File: config.mk
export PLATFORM = sky130hd
export DESIGN_NAME = div_unit
export DESIGN_NICKNAME = d
export VERILOG_FILES = /design/src/rtl/div_unit.sv
export SDC_FILE = /design/constraint.sdc
export NUM_CORES = 1
export LEC_CHECK = 0
export ABC_CLOCK_PERIOD_IN_PS = 3160
export BUFFER_PORTS_ARGS = -buffer_cell sky130_fd_sc_hd__buf_4
export CORE_ASPECT_RATIO = 0.7
export CORE_MARGIN = 2
export CORE_UTILIZATION = 40
export DETAILED_ROUTE_END_ITERATION = 12
export GPL_TIMING_DRIVEN = 0
export MAX_ROUTING_LAYER = met4
export SLEW_MARGIN = 20
export SYNTH_ARGS = -nofsm -noshare
export SYNTH_HDL_FRONTEND = slang
export SYNTH_SLANG_ARGS = --single-unit
File: constraint.sdc
create_clock -name clk -period 3.16 [get_ports clk]
set_input_delay 0.158 -clock clk [delete_from_list [all_inputs] [get_ports clk]]
set_output_delay 0.158 -clock clk [all_outputs]
set_load 0.005 [all_outputs]
File: src/rtl/div_unit.sv
// rtl/div_unit.sv - 32-bit restoring divider, 32 steps per divide; define DIV_SIGNED_EN for signed (div) semantics, else unsigned (divu).
module div_unit (
  input  logic        clk,
  input  logic        reset,
  input  logic        DIVCtrl,
  input  logic [31:0] A,
  input  logic [31:0] B,
  output logic [31:0] HI,
  output logic [31:0] LO,
  output logic        DIVOut,
  output logic        divZero
);

  typedef enum logic [2:0] {IDLE, CALC, DONE, ZERO, HOLD} state_t;

  state_t      state;
  logic [31:0] dvd;
  logic [31:0] dvs;
  logic [32:0] rem;
  logic [4:0]  count;

  logic [32:0] shifted;
  logic [32:0] trial;
  logic        q_bit;
  logic [32:0] rem_next;
  logic [31:0] quo_next;
  logic [31:0] quo_fix;
  logic [31:0] rem_fix;
  logic [31:0] a_mag;
  logic [31:0] b_mag;

`ifdef DIV_SIGNED_EN
  logic neg_q;
  logic neg_r;
`endif

  // dvd shifts dividend bits out at the top and quotient bits in at the bottom
  always_comb begin
    shifted  = {rem[31:0], dvd[31]};
    trial    = shifted - {1'b0, dvs};
    q_bit    = ~trial[32];
    rem_next = q_bit ? trial : shifted;
    quo_next = {dvd[30:0], q_bit};
`ifdef DIV_SIGNED_EN
    a_mag   = A[31] ? -A : A;
    b_mag   = B[31] ? -B : B;
    quo_fix = neg_q ? -quo_next : quo_next;
    rem_fix = neg_r ? -rem_next[31:0] : rem_next[31:0];
`else
    a_mag   = A;
    b_mag   = B;
    quo_fix = quo_next;
    rem_fix = rem_next[31:0];
`endif
  end

  assign DIVOut  = (state == DONE);
  assign divZero = (state == ZERO);

  always_ff @(posedge clk or negedge reset) begin
    if (!reset) begin
      state <= IDLE;
      dvd   <= '0;
      dvs   <= '0;
      rem   <= '0;
      count <= '0;
      HI    <= '0;
      LO    <= '0;
`ifdef DIV_SIGNED_EN
      neg_q <= 1'b0;
      neg_r <= 1'b0;
`endif
    end else begin
      case (state)
        IDLE: begin
          if (DIVCtrl) begin
            if (B == 32'd0) begin
              state <= ZERO;
            end else begin
              dvd   <= a_mag;
              dvs   <= b_mag;
              rem   <= '0;
              count <= '0;
`ifdef DIV_SIGNED_EN
              neg_q <= A[31] ^ B[31];
              neg_r <= A[31];
`endif
              state <= CALC;
            end
          end
        end
        CALC: begin
          if (!DIVCtrl) begin
            state <= IDLE;
          end else begin
            rem   <= rem_next;
            dvd   <= quo_next;
            count <= count + 5'd1;
            if (count == 5'd31) begin
              LO    <= quo_fix;
              HI    <= rem_fix;
              state <= DONE;
            end
          end
        end
        DONE, ZERO: state <= DIVCtrl ? HOLD : IDLE;
        HOLD: begin
          if (!DIVCtrl) state <= IDLE;
        end
        default: state <= IDLE;
      endcase
    end
  end

endmodule

==> After elaboration in Yosys (flattened, before gate mapping) <==
Index checks and enable logic that the tools add are counted.
{ "classes": {"reduce_logical": 8, "eq_ne": 10, "muxes": 20, "bitwise_logic": 2, "add_sub_neg": 2} }
{ "ops": {"columns": ["cell", "n"], "rows": [
  ["$mux W32", 7],
  ["$pmux W32 S2", 2],
  ["$sub A33 B32 Y33", 1],
  ["$logic_not A32 Y1", 1],
  ["$mux W3", 5],
  ["$mux W5", 3],
  ["$pmux W3 S4", 1],
  ["$pmux W5 S2", 1],
  ["$reduce_and A3 Y1", 3],
  ["$ne A2 B2 Y1 const B", 4],
  ["$eq A3 B2 Y1 const B", 2],
  ["$add A5 B1 Y5 const B", 1],
  ["$eq A5 B5 Y1 const B", 1],
  ["$reduce_and A4 Y1", 1],
  ["$eq A3 B1 Y1 const B", 1],
  ["$eq A3 B3 Y1 const B", 1],
  ["$logic_not A3 Y1", 1],
  ["$ne A3 B3 Y1 const B", 1],
  ["$mux W2", 1],
  ["$not A1 Y1", 2],
  ["$reduce_bool A2 Y1", 1],
  ["$reduce_or A2 Y1", 1]
]} }
{ "word_totals": {"input_bits": 67, "elab_cells": 49, "regBits": 168, "output_inout_bits": 66} }

==> Logic depth before layout (Yosys ltp) <==
{ "logic_depth": {"word_depth": 4, "depth_mapped": 14, "depth_no_buf": 11} }

==> Worst setup path before layout <==
Ideal clock, no wire load.
{ "synth_path": {"path_kind": "reg2reg", "startpoint": "reg rem[16]", "endpoint": "reg rem[29]", "setup_slack_ps": -38, "n_path_buf": 4, "path_stages_with_launch": 14, "setup_ps": 141, "synth_period_minus_slack_ps": 3198, "arrival_time_ps": 3057, "required_time_ps": 3019, "path_cell_list": "dfrtp_1 ha_1 buf_6 and3_4 o31a_1 o21a_1 a311o_1 or4_1 buf_2 nand3_2 buf_6 buf_12 mux2i_1 o22ai_1"} }
{ "synth_via": {"elab_chain_len": 4} }
{ "synth_lines": {"columns": ["element", "line", "rtl"], "rows": [
  ["from (decl)", "19", "logic [32:0] rem;"],
  ["from (signal assigned)", "96", "rem <= rem_next;"],
  ["$sub A33 B32 Y33", "40", "trial = shifted - {1'b0, dvs};"],
  ["$mux W32", "42", "rem_next = q_bit ? trial : shifted;"],
  ["$mux W32", "93", "if (!DIVCtrl) begin"],
  ["$pmux W32 S2", "74", "case (state)"]
]} }
Every way passes these cells. The select of a mux whose other input is x is not followed.
A chain may end at the register's enable or synchronous reset.

==> Final worst setup path <==
{ "layout_path": {"startpoint": "reg dvs[15]", "endpoint": "reg rem[29]"} }
{ "layout_via": {"elab_chain_len": 4} }
{ "layout_lines": {"columns": ["element", "line", "rtl"], "rows": [
  ["from (decl)", "18", "logic [31:0] dvs;"],
  ["from (signal assigned)", "81", "dvs <= b_mag;"],
  ["$sub A33 B32 Y33", "40", null],
  ["$mux W32", "42", null],
  ["$mux W32", "93", null],
  ["$pmux W32 S2", "74", null]
]} }
Every way passes these cells. The select of a mux whose other input is x is not followed.

==> results_dict.tcl <==
set metrics [dict create \
    hold_ws_ps 219 \
    die_x_um 182 \
    grt_use_total 0.248 \
    power.share.clock 0.218 \
    synth_flop_cell "dfrtp_1" \
    synth_area_leaders "dfrtp_1 47%, nand2_1 11%, ha_1 4.8%" \
    critical_path.most_common_cell "buf_12" \
    clk_path_buf_depth 2 \
    fin_skew_ps 12.8 \
    ctsRootBufferMaster "clkbuf_16" \
    seqCellArea_mm2 0.00420 \
    coreArea_mm2 0.0217 \
    placementRows 45 \
    slowest_delay_ps 470 \
    synth_top_family_by_area "simple AND/OR/NAND/NOR gates" \
    timing.final.crit_share 0.981 \
    cp-end-kind "flip-flop" \
    grt_pass1_wl_um 43800 \
    drt-initial-drc-count 657 \
    final-hold-violation-count 0 \
    slew_headroom 0.479 \
    finalSetupViolations 0 \
    synth-seq-cells 168 \
    vias 8201 \
    drive_gt1_frac 0.206 \
    p_sw_uw 3930 \
    cp_cell_sequence "inv_1 > ha_1 > a21o_1 > o21bai_1 > a311o_1 > or4_4 > nand3_4 > buf_12 > buf_12 > mux2i_4 > o22ai_1" \
    io_buffers 132 \
    ant_nets 0 \
    p_comb_frac 0.502 \
    path_depth 11 \
    crit_family "compound AO/OA/AOI/OAI gates" \
    tightest_slew_ps 782 \
    cp.required_ps 3440 \
    clk_pin_slew_ps 70 \
    synth-xor-area-share 0.0217 \
    insertion_delay_ps 440 \
    path_class "reg -> reg" \
    placed_cells 1418 \
    hpwl_um 19200 \
    htreeDepth 4 \
    p_sw_frac 0.410 \
    r2r_cells 11 \
    wl_um 27800 \
    gp_congestion 0.900 \
    yosysWarnings 0 \
    multi_input_area_mm2 0.00476 \
    cp.arrival_ps 3380 \
    syn_area_mm2 0.00890 \
    first_pass_iters 6 \
    fin_cells 1527 \
    drc_errors 0 \
    seq_area_frac_synth 0.473 \
    fmax_mhz 323 \
    startpoint_type "flip-flop" \
    n_antenna_cell 0 \
    worst-path-max-fanout 8 \
    synth.avg_cell_area_um2 8.87 \
    grt_max_degree 87 \
    ios 133 \
    synth-edff-count 0 \
    cts_inserted_buffers 17 \
    maxCapViolCount 0 \
    synth_compound_area_frac 0.187 \
    p_per_area_mw_per_mm2 789 \
    p_int_uw 5660 \
    p_seq_frac 0.280 \
    hold_depth 4 \
    synthCells 1003 \
    cts_sinks 168 \
    cpMaxStageDelayCell "or4_4" \
    period_needed_ps 3100 \
    worstHoldPathType "in -> reg" \
    fillers 2017 \
    start_util 0.409 \
    cts_tree "done" \
    synth_top_area_share 0.473 \
    leakage_uw 0.00564 \
    path_buf_inv 3 \
    grt-ovfl-total 0 \
    maxSlewViolCount 0 \
    grt_pass1_vias 7867 \
    ys_async_sr_fraction 1.00 \
    dieArea_mm2 0.0235 \
    fin_nets 1334 \
    via_per_inst 5.37 \
    synth.mux.area_fraction 0.0297 \
    peakVddDrop_mv 0.478 \
    die_h_um 129 \
    wl_per_cell_um 18.2 \
    yosys.area_share.adder 0.0501 \
    synth-simple-area-share 0.191 \
    yosysUniqueCellTypes 66 \
    yosysTopAreaCell "dfrtp_1" \
    syn_nets 1105 \
    syn_to_final_growth_pct 36.6 \
    grt_setup_unrepaired "true" \
    outcome "finished clean" \
    antenna_found_initial 0 \
]
synth_stat cells, drive strengths merged (3+ instances only):
cell     count
a211oi       4
a21o        12
a21oi       37
a221oi       3
a22oi       31
a311oi       4
a31oi       10
a32oi        4
and2         5
and3         6
and4         6
buf          6
clkbuf      53
dfrtp      168
ha          34
inv         43
mux2         3
mux2i       23
nand2      267
nand2b       4
nand3       13
nand3b       6
nand4        7
nor2        33
nor2b        5
nor3        10
nor3b        3
nor4        11
o2111ai      3
o211ai       9
o21a         8
o21ai       95
o22ai       19
o31a         3
o31ai        3
or3          4
xnor2       15
xor2         7
flip-flops by register name, summed over array words and instances (netlist names):
register,flops
state,3
dvs,32
HI,32
LO,32
count,5
rem,32
dvd,32
final cells by class:
class | instances | area share
buffer | 53 | 0.0204
clock buffer | 17 | 0.0350
clock inverter | 15 | 0.0128
inverter | 43 | 0.0133
multi-input combinational | 733 | 0.391
sequential | 168 | 0.346
tap | 282 | 0.0290
timing repair buffer | 216 | 0.152
final timing paths:
check                                            to                 from  slack, ps
worst max-delay path            rem[29]$_DFFE_PN0P_  dvs[15]$_DFFE_PN0P_         60
worst min-delay path            dvd[31]$_DFFE_PN0P_                A[31]        220
worst max register to register  rem[29]$_DFFE_PN0P_  dvs[15]$_DFFE_PN0P_         60
worst min register to register    LO[9]$_DFFE_PN0P_    LO[9]$_DFFE_PN0P_        480
max in group asynchronous        LO[25]$_DFFE_PN0P_                reset       2000
min in group asynchronous        HI[19]$_DFFE_PN0P_                reset        290
metal layers:
metal / routed length, um / vias up / global-route usage
met3: 1510 / 26 / 0.0430
met4: 261 / 0 / 0.0446
met5: 0 / - / -
li1: - / 3974 / -
met1: 14300 / 3965 / 0.380
met2: 11800 / 236 / 0.344
worst register-to-register path: stages, from the launching register on:
cell	delay [ps]
dfrtp_1	360
inv_1	130
ha_1	350
a21o_1	230
o21bai_1	190
a311o_1	380
or4_4	470
nand3_4	100
buf_12	150
buf_12	160
mux2i_4	320
o22ai_1	110
what timing repair did:
action	in CTS	in global routing
hold endpoints to repair	146	0
setup buffers	8	9
pin swaps	4	17
hold buffers	65	0
gates cloned	1	0
setup endpoints to repair	66	86
gates resized for setup	50	52
power by group through the flow:
stage	Sequential (uW)	Combinational, uW	Clock, uW
6_report	2690	4810	2090
5_1_grt	2720	5230	2210
4_1_cts	2650	4200	2120
3_5_place_dp	2680	3530	0
3_3_place_gp	2680	3490	0
2_1_floorplan	2610	2640	0
logic make-up after synthesis:
| logic type | after synthesis |
|---|---|
| xor+xnor | 22 |
| mux | 26 |
| simple gates | 387 |
| fa+ha+maj | 35 |
| flops | 168 |
| buf+inv | 102 |
| compound gates | 263 |
cells in the final DEF (no fill, tap or decap), types with 8 or more instances in the layout:
master	count
o21ai_1	24
o21a_1	8
o22ai_1	18
nand2_1	265
o21ai_0	68
clkbuf_16	17
nand3_1	11
inv_1	40
nor2_1	33
clkbuf_1	47
nor4_1	10
buf_4	145
o211ai_1	9
a21oi_1	32
nor3_1	8
mux2i_1	8
ha_4	8
xnor2_1	15
mux2i_4	9
dfrtp_1	168
dlygate4sd3_1	65
a22oi_1	31
a21o_1	12
ha_1	24
through the flow:
stage	setup TNS, ps	cell area, um2	utilization	total power, uW	setup slack (ps)
floorplan	0	8900	-	5260	8.48
global placement	-44200	10200	0.471	6170	-727
detailed placement	-34560	10300	0.473	6210	-735
CTS	-3.21	11800	0.544	8970	-2.12
global route	-72.2	12100	0.559	10200	-41.6
finish	0	12100	0.559	9590	61.1
Note: power is estimated with default switching activity, not from simulation.
